==> config.mk <==
export PLATFORM = sky130hd
export DESIGN_NAME = dmem_arbiter
export DESIGN_NICKNAME = d
export VERILOG_FILES = /design/src/rtl/dmem_arbiter.sv
export SDC_FILE = /design/constraint.sdc
export NUM_CORES = 1
export LEC_CHECK = 0
export ABC_AREA = 1
export CORE_AREA = 2 2 229 231
export CTS_BUF_LIST = sky130_fd_sc_hd__clkbuf_16
export CTS_CLUSTER_SIZE = 30
export DETAILED_ROUTE_END_ITERATION = 8
export DIE_AREA = 0 0 231 233
export HOLD_SLACK_MARGIN = 0.1
export PLACE_DENSITY_LB_ADDON = 0.1
export SLEW_MARGIN = 30
export SYNTH_ARGS = -nofsm -noshare
export SYNTH_HDL_FRONTEND = slang
export SYNTH_SLANG_ARGS = --single-unit
==> constraint.sdc <==
create_clock -name clk -period 3 [get_ports clk]
set_input_delay 0.6 -clock clk [delete_from_list [all_inputs] [get_ports clk]]
set_output_delay 0.6 -clock clk [all_outputs]
set_load 0.03 [all_outputs]
==> src/rtl/dmem_arbiter.sv <==
// Data-memory arbiter: shares one memory port between the CPU pipeline and a host
// port. The CPU has priority, but a host that is refused STARVE_MAX cycles in a row is forced through.
module dmem_arbiter #(
    parameter int DATA_W     = 64,
    parameter int ADDR_W     = 64,
    parameter int STARVE_MAX = 4
) (
    input  logic              clk,
    input  logic              arst_n,
    input  logic              enable,
    input  logic              cpu_ren,
    input  logic              cpu_wen,
    input  logic [ADDR_W-1:0] cpu_addr,
    input  logic [DATA_W-1:0] cpu_wdata,
    output logic              cpu_stall,
    output logic [DATA_W-1:0] cpu_rdata,
    output logic              cpu_rvalid,
    input  logic              host_valid,
    input  logic              host_wen,
    input  logic [ADDR_W-1:0] host_addr,
    input  logic [DATA_W-1:0] host_wdata,
    output logic              host_ready,
    output logic [DATA_W-1:0] host_rdata,
    output logic              host_rvalid,
    output logic [ADDR_W-1:0] mem_addr,
    output logic              mem_wen,
    output logic              mem_ren,
    output logic [DATA_W-1:0] mem_wdata,
    input  logic [DATA_W-1:0] mem_rdata
);

    localparam int CNT_W = $clog2(STARVE_MAX + 1);
    localparam logic [CNT_W-1:0] STARVE_LIM = CNT_W'(STARVE_MAX);

    typedef enum logic [1:0] {
        S_IDLE = 2'd0,
        S_CPU  = 2'd1,
        S_HOST = 2'd2
    } state_t;

    typedef enum logic {
        OWN_CPU  = 1'b0,
        OWN_HOST = 1'b1
    } owner_t;

    state_t           state;
    logic [CNT_W-1:0] starve_cnt;
    logic             rd_pend;
    owner_t           rd_owner;

    logic cpu_req;
    logic force_host;
    logic cpu_grant;
    logic host_grant;
    logic rsp_live;

    assign cpu_req    = enable & (cpu_ren | cpu_wen);
    assign force_host = host_valid & (starve_cnt == STARVE_LIM);

    // Reset is synchronous, so the combinational grant is masked while arst_n is low.
    assign cpu_grant  = arst_n & cpu_req & ~force_host;
    assign host_grant = arst_n & host_valid & (force_host | ~cpu_req);

    assign cpu_stall  = arst_n & cpu_req & ~cpu_grant;
    assign host_ready = host_grant;

    always_comb begin
        // NOTE: every output gets a default first; a path that skips one would infer a latch.
        mem_addr  = '0;
        mem_wen   = 1'b0;
        mem_ren   = 1'b0;
        mem_wdata = '0;
        if (cpu_grant) begin
            mem_addr  = cpu_addr;
            mem_wen   = cpu_wen;
            mem_ren   = ~cpu_wen;
            mem_wdata = cpu_wdata;
        end else if (host_grant) begin
            mem_addr  = host_addr;
            mem_wen   = host_wen;
            mem_ren   = ~host_wen;
            mem_wdata = host_wdata;
        end
    end

    // NOTE: state uses non-blocking assignments so every flop samples pre-edge values.
    always_ff @(posedge clk) begin
        if (!arst_n) begin
            state      <= S_IDLE;
            starve_cnt <= '0;
            rd_pend    <= 1'b0;
            rd_owner   <= OWN_CPU;
        end else begin
            if (cpu_grant) begin
                state <= S_CPU;
            end else if (host_grant) begin
                state <= S_HOST;
            end else begin
                state <= S_IDLE;
            end

            if (host_grant || !host_valid) begin
                starve_cnt <= '0;
            end else if (starve_cnt != STARVE_LIM) begin
                starve_cnt <= starve_cnt + 1'b1;
            end

            rd_pend <= mem_ren;
            if (mem_ren) begin
                rd_owner <= host_grant ? OWN_HOST : OWN_CPU;
            end
        end
    end

    // A response due in a reset cycle is dropped, so a read in flight never completes.
    assign rsp_live    = arst_n & rd_pend;
    assign cpu_rvalid  = rsp_live & (rd_owner == OWN_CPU);
    assign host_rvalid = rsp_live & (rd_owner == OWN_HOST);
    assign cpu_rdata   = cpu_rvalid  ? mem_rdata : '0;
    assign host_rdata  = host_rvalid ? mem_rdata : '0;

    a_one_grant: assert property (@(posedge clk) !(cpu_grant && host_grant));
    a_ready_needs_valid: assert property (@(posedge clk) host_ready |-> host_valid);
    a_owner_matches_state: assert property (@(posedge clk) disable iff (!arst_n)
        rd_pend |-> ((rd_owner == OWN_HOST) == (state == S_HOST)));

endmodule

==> flow_summary.toml, run 1 <==
[outcome]
status = "finished clean"

[die]
die-width_um = 231
core_um2 = 51100
die_h_um = 233
io_pins = 589
start_util_pct = 5.43
fp-row-count = 83
die_area_um2 = 53800

[drt]
viasPerCell = 3.01
ant_nets = 0
num_vias = 5789
drc = 0
drt_iter0_drc = 131
drt_pass1_iterations = 4
wl_mm = 28.5
wl_per_cell_um = 14.8

[synth]
synth_top_cell_by_area = "nand2_1"
yosysSeqAreaShare_pct = 3.61
yosysTopAreaCellShare_pct = 53.2
synthCells = 664
netlist_area_um2 = 2770
syn-num-nets = 993
synth_warnings = 0
ys_ff_latch = 5
synth.avg_cell_area_um2 = 4.18
synth.top_cells.by_area = "nand2_1 (53%), nor2_1 (18%), inv_1 (10%), buf_6 (4.9%), buf_2 (4.5%)"
ys_types = 20

[clock_network]
htree_levels = 1
clk_pin_slew_worst_paths_ns = 0.04
ctsHoldBuffers = 0
cts_buffers = 3
cts.sinks = 5
root_buffer = "clkbuf_16"
clk_latency_ns = 0.23
cts_tree = "built"
ctsLongestPathBuffers = 2

[worst_setup_path]
critPathMaxStageDelay_ns = 0.53
crit_path_end_kind = "output port"
critPathKind = "primary input to output port"
arrival_ns = 2.28
worstPathCellList = "clkdlybuf4s50_1 > nor2_4 > nor2_4 > nand3_2 > clkinv_4 > bufbuf_16 > nand2_1 > nand2_1 > buf_4"
critPathLaunchType = "primary input"
cp_data_required_time_ns = 2.40
crit_buf_inv = 4
cpLargestDelayFamily = "buffers and inverters"
r2r-start = "starve_cnt[0]"
cpMaxStageDelayCell = "clkdlybuf4s50_1"
reg2reg_depth = 8
cp.depth = 9
cp-startpoint = "cpu_wen"
cp_max_fo = 19

[sta]
max_slew.worst_pin.slew_ns = 0.310
setup_viol = 0
fin_worst_skew_ns = 0.00194
fin_crit_sh_pct = 95.9
max-slew-margin-rel_pct = 79.2
fin_crit_ns = 2.88
rsz0062_at_grt = "no"
drv_slew = 0
finalHoldViolCount = 0
fmax_mhz = 347

[placement]
place_inst = 1915
dpl.hpwl_mm = 25.0
place.gp.congestion = 0.771
dpl_cell_area_um2 = 9100
portBuffers = 588

[hold_path]
hold_depth = 2
hp-start = "starve_cnt[1]"
hold_path.class = "register to register"

[global_route]
grt_max_degree = 47
grt_pass1_wl_mm = 37.7
antenna_found_initial = 3
grt_pass1_vias = 5631
gr-total-overflow = 0
grt_usage_pct = 9.46

[finish]
nFillCells = 5947
register_area_um2 = 100
nNetsFinal = 1572
drive_gt1_share_pct = 24.3
stdcell_area_um2 = 9270
final_cells = 1924
syn2layout_area_growth_pct = 234
multi_input_comb_area_um2 = 2120

[pwr]
leakage_nw = 4.83
ir_drop_v = 0.000109
p_per_area_nw_per_um2 = 168

[flow_run]
cap_violations = 0
## layout by cell type, fill, tap and decap left out, types with 2 or more instances in the layout
cell and count:
a21oi_1 2, buf_12 27, buf_4 258, clkbuf_16 3
clkdlybuf4s50_1 326, dfxtp_1 5, diode_2 2, ha_1 2
inv_1 75, inv_2 2, nand2_1 393, nand3_1 3
nand3_2 2, nor2_1 129, nor2_4 2, nor3_2 2
## stage by stage
step	worst slack, ns	TNS, ns	hold slack [ns]	utilization (%)	power (mW)
after CTS	0.00865	0	0.507	18.1	1.59
final	0.122	0	0.514	18.1	1.56
after floorplan	0.483	0	0.478	-	0.569
after detailed placement	-0.146	-1.23	0.501	17.8	1.35
after global routing	0.0120	0	0.549	18.1	1.66
after global placement	-0.145	-1.12	0.505	17.8	1.36
## logic make-up after synthesis
group,count (synthesis),synth area share [%]
xor+xnor,2,0.632
simple gates,533,73.3
fa+ha+maj,2,0.902
buf+inv,118,20.8
compound gates,4,0.813
flops,5,3.61
## cell usage after synthesis
cell type,instances
buf_6,12
nand3_1,4
inv_1,74
xnor2_1,1
buf_2,25
o22ai_1,1
nor3_2,2
a21oi_1,2
nand3_2,1
inv_2,4
nand4_1,1
nand2_1,393
a31oi_1,1
nor2_1,130
dfxtp_1,5
nor4_1,1
ha_1,2
xor2_1,1
nor2_2,1
buf_4,3
## flip-flops by register name, summed over array words and instances, names as in the netlist
register    flops
rd_owner        1
rd_pend         1
starve_cnt      3
## worst reg2reg max path: cells and delay by family, from the launching register on
kind	cells	cell delay [ns]
compound gates	1	0.13
fa+ha+maj	1	0.23
buf+inv	3	0.42
flops	1	0.32
simple gates	3	0.36
## cell type report
cell class	instances	area share, %
inverters	78	3.24
repair buffers	614	62.7
well taps	680	9.18
flip-flops and latches	5	1.08
multi-input cells	541	22.9
clock inverters	1	0.0405
diodes	2	0.0540
clock buffers	3	0.810
## worst paths after layout
| path | endpoint | slack, ns |
|---|---|---|
| worst max register to register | starve_cnt[1] | 1.46 |
| worst max-delay path | mem_wdata[21] | 0.12 |
| worst min register to register | starve_cnt[1] | 0.51 |
| worst min-delay path | starve_cnt[1] | 0.51 |
## repair_timing
item                                    in CTS  in global routing
hold endpoints to repair                     0                  0
endpoints found under the setup margin      64                119
cloned                                       1                  0
setup buffers                                2                  0
gates resized for setup                      4                  5
## report_power, final
part           switching, mW  leakage (nW)  internal [mW]
Sequential           0.00104        0.0407         0.0693
Combinational          0.611          4.75          0.660
Clock                 0.0462        0.0423          0.173
## metal layers
metal / up-vias / wire (um) / global-route usage (%)
met5: - / 27 / 0
met4: 4 / 126 / 1.15
met3: 8 / 2910 / 3.35
met2: 304 / 15900 / 19.4
met1: 2420 / 9470 / 9.10
li1: 3053 / - / -
Power figures use the tool's default switching activity.
==> inputs of run 2 (changes only) <==
Settings changed: CTS_CLUSTER_SIZE 30 to not set, REMOVE_ABC_BUFFERS set to 1.
==> flow_summary.toml, run 2 (synthesized netlist as in run 1, its figures left out) <==
[hold_path]
hold_path.class = "register to register"
hp-start = "starve_cnt[1]"

[finish]
final_common_cell = "nand2_1"
syn2layout_area_growth_pct = 267
largest_reg_flops = 3
largest_registers = "starve_cnt x3, rd_owner x1, rd_pend x1"
nFillCells = 5900
post-route-util_pct = 19.9
final_cell_mix = "nand2_1 (389), clkdlybuf4s50_1 (329), buf_4 (192)"
largest-register = "starve_cnt"
drive_gt1_share_pct = 24.6
nNetsFinal = 1576

[pwr]
p_seq_share_pct = 4.0
ir_drop_v = 0.000129
switching_power_mw = 0.737
p_int_mw = 1.03
leakage_nw = 5.07
clockPowerShare_pct = 12.1
comb_power_share_pct = 83.9
p_sw_share_pct = 41.7
p_per_area_nw_per_um2 = 174

[outcome]
status = "finished clean"

[die]
die_h_um = 233
io_pins = 589
start_util_pct = 5.43
die_area_um2 = 53800
die-width_um = 231
fp-row-count = 83
core_um2 = 51100

[drt]
ant_nets = 0
viasPerCell = 3.10
num_vias = 5994
drc = 0
drt_pass1_iterations = 4
wl_mm = 36.0
wl_per_cell_um = 18.6
drt_iter0_drc = 151

[sta]
fin_worst_skew_ns = 0.00240
max-slew-margin-rel_pct = 78.1
drv_slew = 0
max_slew.worst_pin.slew_ns = 0.328
finalHoldViolCount = 0
fin_crit_sh_pct = 96.8
fmax_mhz = 344
setup_viol = 0
hold_ws_ns = 0.506
fin_crit_ns = 2.90
tns_ns = 0

[worst_setup_path]
critPathLaunchType = "primary input"
critPathKind = "primary input to output port"
critPathMaxStageDelay_ns = 0.67
cp_max_fo = 5
cp_data_required_time_ns = 2.40
cp-startpoint = "host_valid"
r2r-start = "starve_cnt[0]"
worstPathCellList = "clkdlybuf4s50_1 > nand3_2 > nand2_1 > nand3_1 > nand2_1 > clkdlybuf4s50_1"
crit_path_end_kind = "output port"
cpMaxStageDelayCell = "clkdlybuf4s50_1"
arrival_ns = 2.30

[clock_network]
htree_levels = 1
cts.sinks = 5
ctsLongestPathBuffers = 2
clk_pin_slew_worst_paths_ns = 0.03
cts_tree = "built"
clk_latency_ns = 0.23
ctsHoldBuffers = 0
cts_buffers = 3
root_buffer = "clkbuf_16"

[placement]
portBuffers = 588
dpl.hpwl_mm = 32.2
place.gp.congestion = 0.777

[flow_run]
cap_violations = 0

[global_route]
grt_usage_pct = 12.0
antenna_found_initial = 20
gr-total-overflow = 0
grt_pass1_vias = 6040
grt_max_degree = 65
grt_pass1_wl_mm = 45.8
run 2: cell count changes in the layout (fill, tap and decap cells not counted), moves of 2 or more:
cell,change
buf_12,+62
buf_16,+2
buf_4,-66
clkbuf_16,+2
clkdlybuf4s50_1,+3
diode_2,+6
nand2_1,-4
nand2_2,+4
nor2_2,+2
run 2: layout make-up:
cell class                 count  area, um2  area share, %
antenna                        8       20.0          0.197
clock buffer                   3       75.1          0.738
clock inverter                 1       3.75         0.0369
inverter                      78        305           3.00
multi-input combinational    541       2140           21.0
sequential                     5        100          0.984
tap                          680        851           8.37
timing repair buffer         617       6670           65.6
timing repair inverter         1       5.00         0.0492
run 2: repair_timing:
item,4_1_cts,5_1_grt
gates resized for setup,4,17
gates cloned,0,3
pin swaps,0,1
setup endpoints to repair,2,90
setup buffers,0,3
run 2: power by group through the flow:
| stage | sequential, mW | clock, mW | combinational, mW |
|---|---|---|---|
| floorplan | 0.0711 | 0 | 0.473 |
| detailed placement | 0.0713 | 0 | 1.49 |
| CTS | 0.0704 | 0.219 | 1.50 |
| finish | 0.0706 | 0.214 | 1.48 |
| global route | 0.0709 | 0.225 | 1.57 |
| global placement | 0.0714 | 0 | 1.49 |
run 2: final timing paths:
path | cells after the start | end | slack, ns
max reg2reg | 8 | starve_cnt[2] | 1.35
max | 6 | mem_ren | 0.1
min reg2reg | 2 | starve_cnt[1] | 0.51
min | 2 | starve_cnt[1] | 0.51
run 2: layer usage:
| layer | part of all wire [%] | GRT usage (%) | vias to the layer above | wire (um) |
|---|---|---|---|---|
| li1 | - | - | 3069 | - |
| met1 | 31 | 10.7 | 2511 | 11000 |
| met2 | 54 | 23.8 | 362 | 19600 |
| met3 | 13 | 6.10 | 36 | 4640 |
| met4 | 1.9 | 2.90 | 16 | 673 |
| met5 | 0.31 | 0 | - | 110 |
run 2: worst max-delay path, delay by kind of cell:
| kind | cells | cell delay [ns] |
|---|---|---|
| and+or+nand+nor | 4 | 0.53 |
| buffers and inverters | 2 | 1.19 |
run 2: through the flow:
stage               instances  total power [mW]  cell area [um2]  setup WS, ns
floorplan                 624             0.544             2490        0.0123
global placement         1916              1.56             9900        -0.101
detailed placement       1916              1.56             9900        -0.127
CTS                      1920              1.79            10000       0.00263
global route             1930              1.87            10200       -0.0146
finish                   1934              1.77            10200        0.0952
==> inputs of run 3 (changes only) <==
Settings changed: CAP_MARGIN set to 5, GPL_TIMING_DRIVEN set to 0.
==> flow_summary.toml, run 3 (synthesized netlist as in run 1, its figures left out) <==
[drt]
drc = 0
num_vias = 6094
drt_pass1_iterations = 4
viasPerCell = 3.17
drt_iter0_drc = 147
wl_mm = 38.3
wl_per_cell_um = 19.9
ant_nets = 0

[finish]
multi_input_comb_area_um2 = 2190
syn2layout_area_growth_pct = 241
largest-register = "starve_cnt"
final_common_cell = "nand2_1"
final_cell_mix = "nand2_1 (387), clkdlybuf4s50_1 (328), nor2_1 (122)"
nNetsFinal = 1568
stdcell_area_um2 = 9460
final_cells = 1924
drive_gt1_share_pct = 19.9
register_area_um2 = 100
largest_registers = "starve_cnt x3, rd_owner x1, rd_pend x1"
nFillCells = 6006
largest_reg_flops = 3

[worst_setup_path]
cpMaxStageDelayCell = "clkdlybuf4s50_1"
critPathKind = "primary input to output port"
arrival_ns = 2.35
r2r-start = "starve_cnt[0]"
critPathMaxStageDelay_ns = 0.50
cpLargestDelayFamily = "buffers and inverters"
r2r_slack_ns = 1.40
worstPathCellList = "clkdlybuf4s50_1 > nor2_2 > nor2_4 > nand3_4 > inv_16 > buf_16 > nand2_1 > nand2_1 > clkdlybuf4s15_2"
cp_max_fo = 26
critPathLaunchType = "primary input"
cp.depth = 9
crit_buf_inv = 4
crit_path_frequent_cell = "nand2_1"
crit_path_end_kind = "output port"
cp-startpoint = "cpu_wen"
rr_endpoint = "starve_cnt[1]"
reg2reg_depth = 8
cp-endpoint = "mem_addr[25]"
cp_data_required_time_ns = 2.40

[clock_network]
cts_tree = "built"
root_buffer = "clkbuf_16"
cts_buffers = 3
htree_levels = 1
clk_pin_slew_worst_paths_ns = 0.03
ctsLongestPathBuffers = 2
cts.sinks = 5
clk_latency_ns = 0.22
ctsHoldBuffers = 0

[global_route]
grt_usage_pct = 12.9
grt_max_degree = 65
grt_pass1_vias = 6131
grt_pass1_wl_mm = 48.6
gr-total-overflow = 0
antenna_found_initial = 22

[placement]
dpl.hpwl_mm = 31.0
place.gp.congestion = 0.739
portBuffers = 588
pre_cts_slack_ns = -0.969
place_inst = 1894
dpl_cell_area_um2 = 9300

[die]
core_um2 = 51100
start_util_pct = 5.43
fp-row-count = 83
die-width_um = 231
die_h_um = 233
die_area_um2 = 53800
io_pins = 589

[pwr]
ir_drop_v = 0.000214
p_per_area_nw_per_um2 = 170
leakage_nw = 4.74
total_power_mw = 1.60

[sta]
drv_slew = 0
hold_ws_ns = 0.514
worst_slack_ns = 0.0544
fin_crit_ns = 2.95
max-slew-margin-rel_pct = 77.2
setup_viol = 0
fin_crit_sh_pct = 98.2
fmax_mhz = 339
max_slew.worst_pin.slew_ns = 0.344
rsz0062_at_grt = "yes"
finalHoldViolCount = 0
fin_worst_skew_ns = 0.000479

[hold_path]
hold_depth = 2
hp-start = "starve_cnt[1]"
hold_path.class = "register to register"

[outcome]
status = "finished clean"

[flow_run]
cap_violations = 0
## run 3: cell types whose count changed in the layout (fill, tap and decap cells not counted), moves of 6 or more
cell,previous run,this run
clkdlybuf4s15_1,0,38
clkdlybuf4s15_2,0,56
buf_2,0,51
buf_12,89,5
buf_6,1,14
dlygate4sd2_1,0,22
clkbuf_2,0,42
nor2_1,128,122
buf_4,192,30
## run 3: final cells by class
| class | count | share of cell area (%) |
|---|---|---|
| clock buffers | 3 | 0.794 |
| clock inverters | 1 | 0.0397 |
| repair inverters | 3 | 0.384 |
| well taps | 680 | 9.00 |
| multi-input cells | 541 | 23.1 |
| diodes | 6 | 0.159 |
| flip-flops and latches | 5 | 1.06 |
| repair buffers | 607 | 61.4 |
| inverters | 78 | 4.00 |
## run 3: repair_timing
action / CTS / global route
gates resized for setup: 772 / 227
setup buffers: 2 / 7
pin swaps: 3 / 4
gates cloned: 8 / 3
setup endpoints to repair: 258 / 261
## run 3: how the worst min path moves through the flow
stage / endpoint / slack [ns]
6_report: starve_cnt[1] / 0.51
5_1_grt: starve_cnt[1] / 0.56
3_3_place_gp: starve_cnt[1] / 0.50
4_1_cts: starve_cnt[1] / 0.51
2_1_floorplan: starve_cnt[1] / 0.48
3_5_place_dp: starve_cnt[1] / 0.51
## run 3: metal layers
| layer | GRT usage (%) | vias up | part of all wire (%) |
|---|---|---|---|
| met4 | 2.54 | 28 | 1.2 |
| met1 | 12.1 | 2606 | 33 |
| met2 | 25.2 | 360 | 54 |
| met5 | 0 | - | 0.41 |
| met3 | 6.15 | 40 | 11 |
| li1 | - | 3060 | - |
## run 3: worst min-delay path: cells and delay by family (launching register included)
family	cells	cell delay (ns)
flops	1	0.32
compound gates	1	0.06
simple gates	1	0.08
## run 3: power breakdown
group | switching [mW] | internal, mW
Clock | 0.0414 | 0.172
Combinational | 0.691 | 0.627
Sequential | 0.00135 | 0.0693
## run 3: through the flow
step           utilization, %  TNS (ns)
2_1_floorplan               -         0
3_3_place_gp             18.1   -346.21
3_5_place_dp             18.2   -148.44
4_1_cts                  18.8     -7.96
5_1_grt                  18.5   -0.0652
6_report                 18.5         0
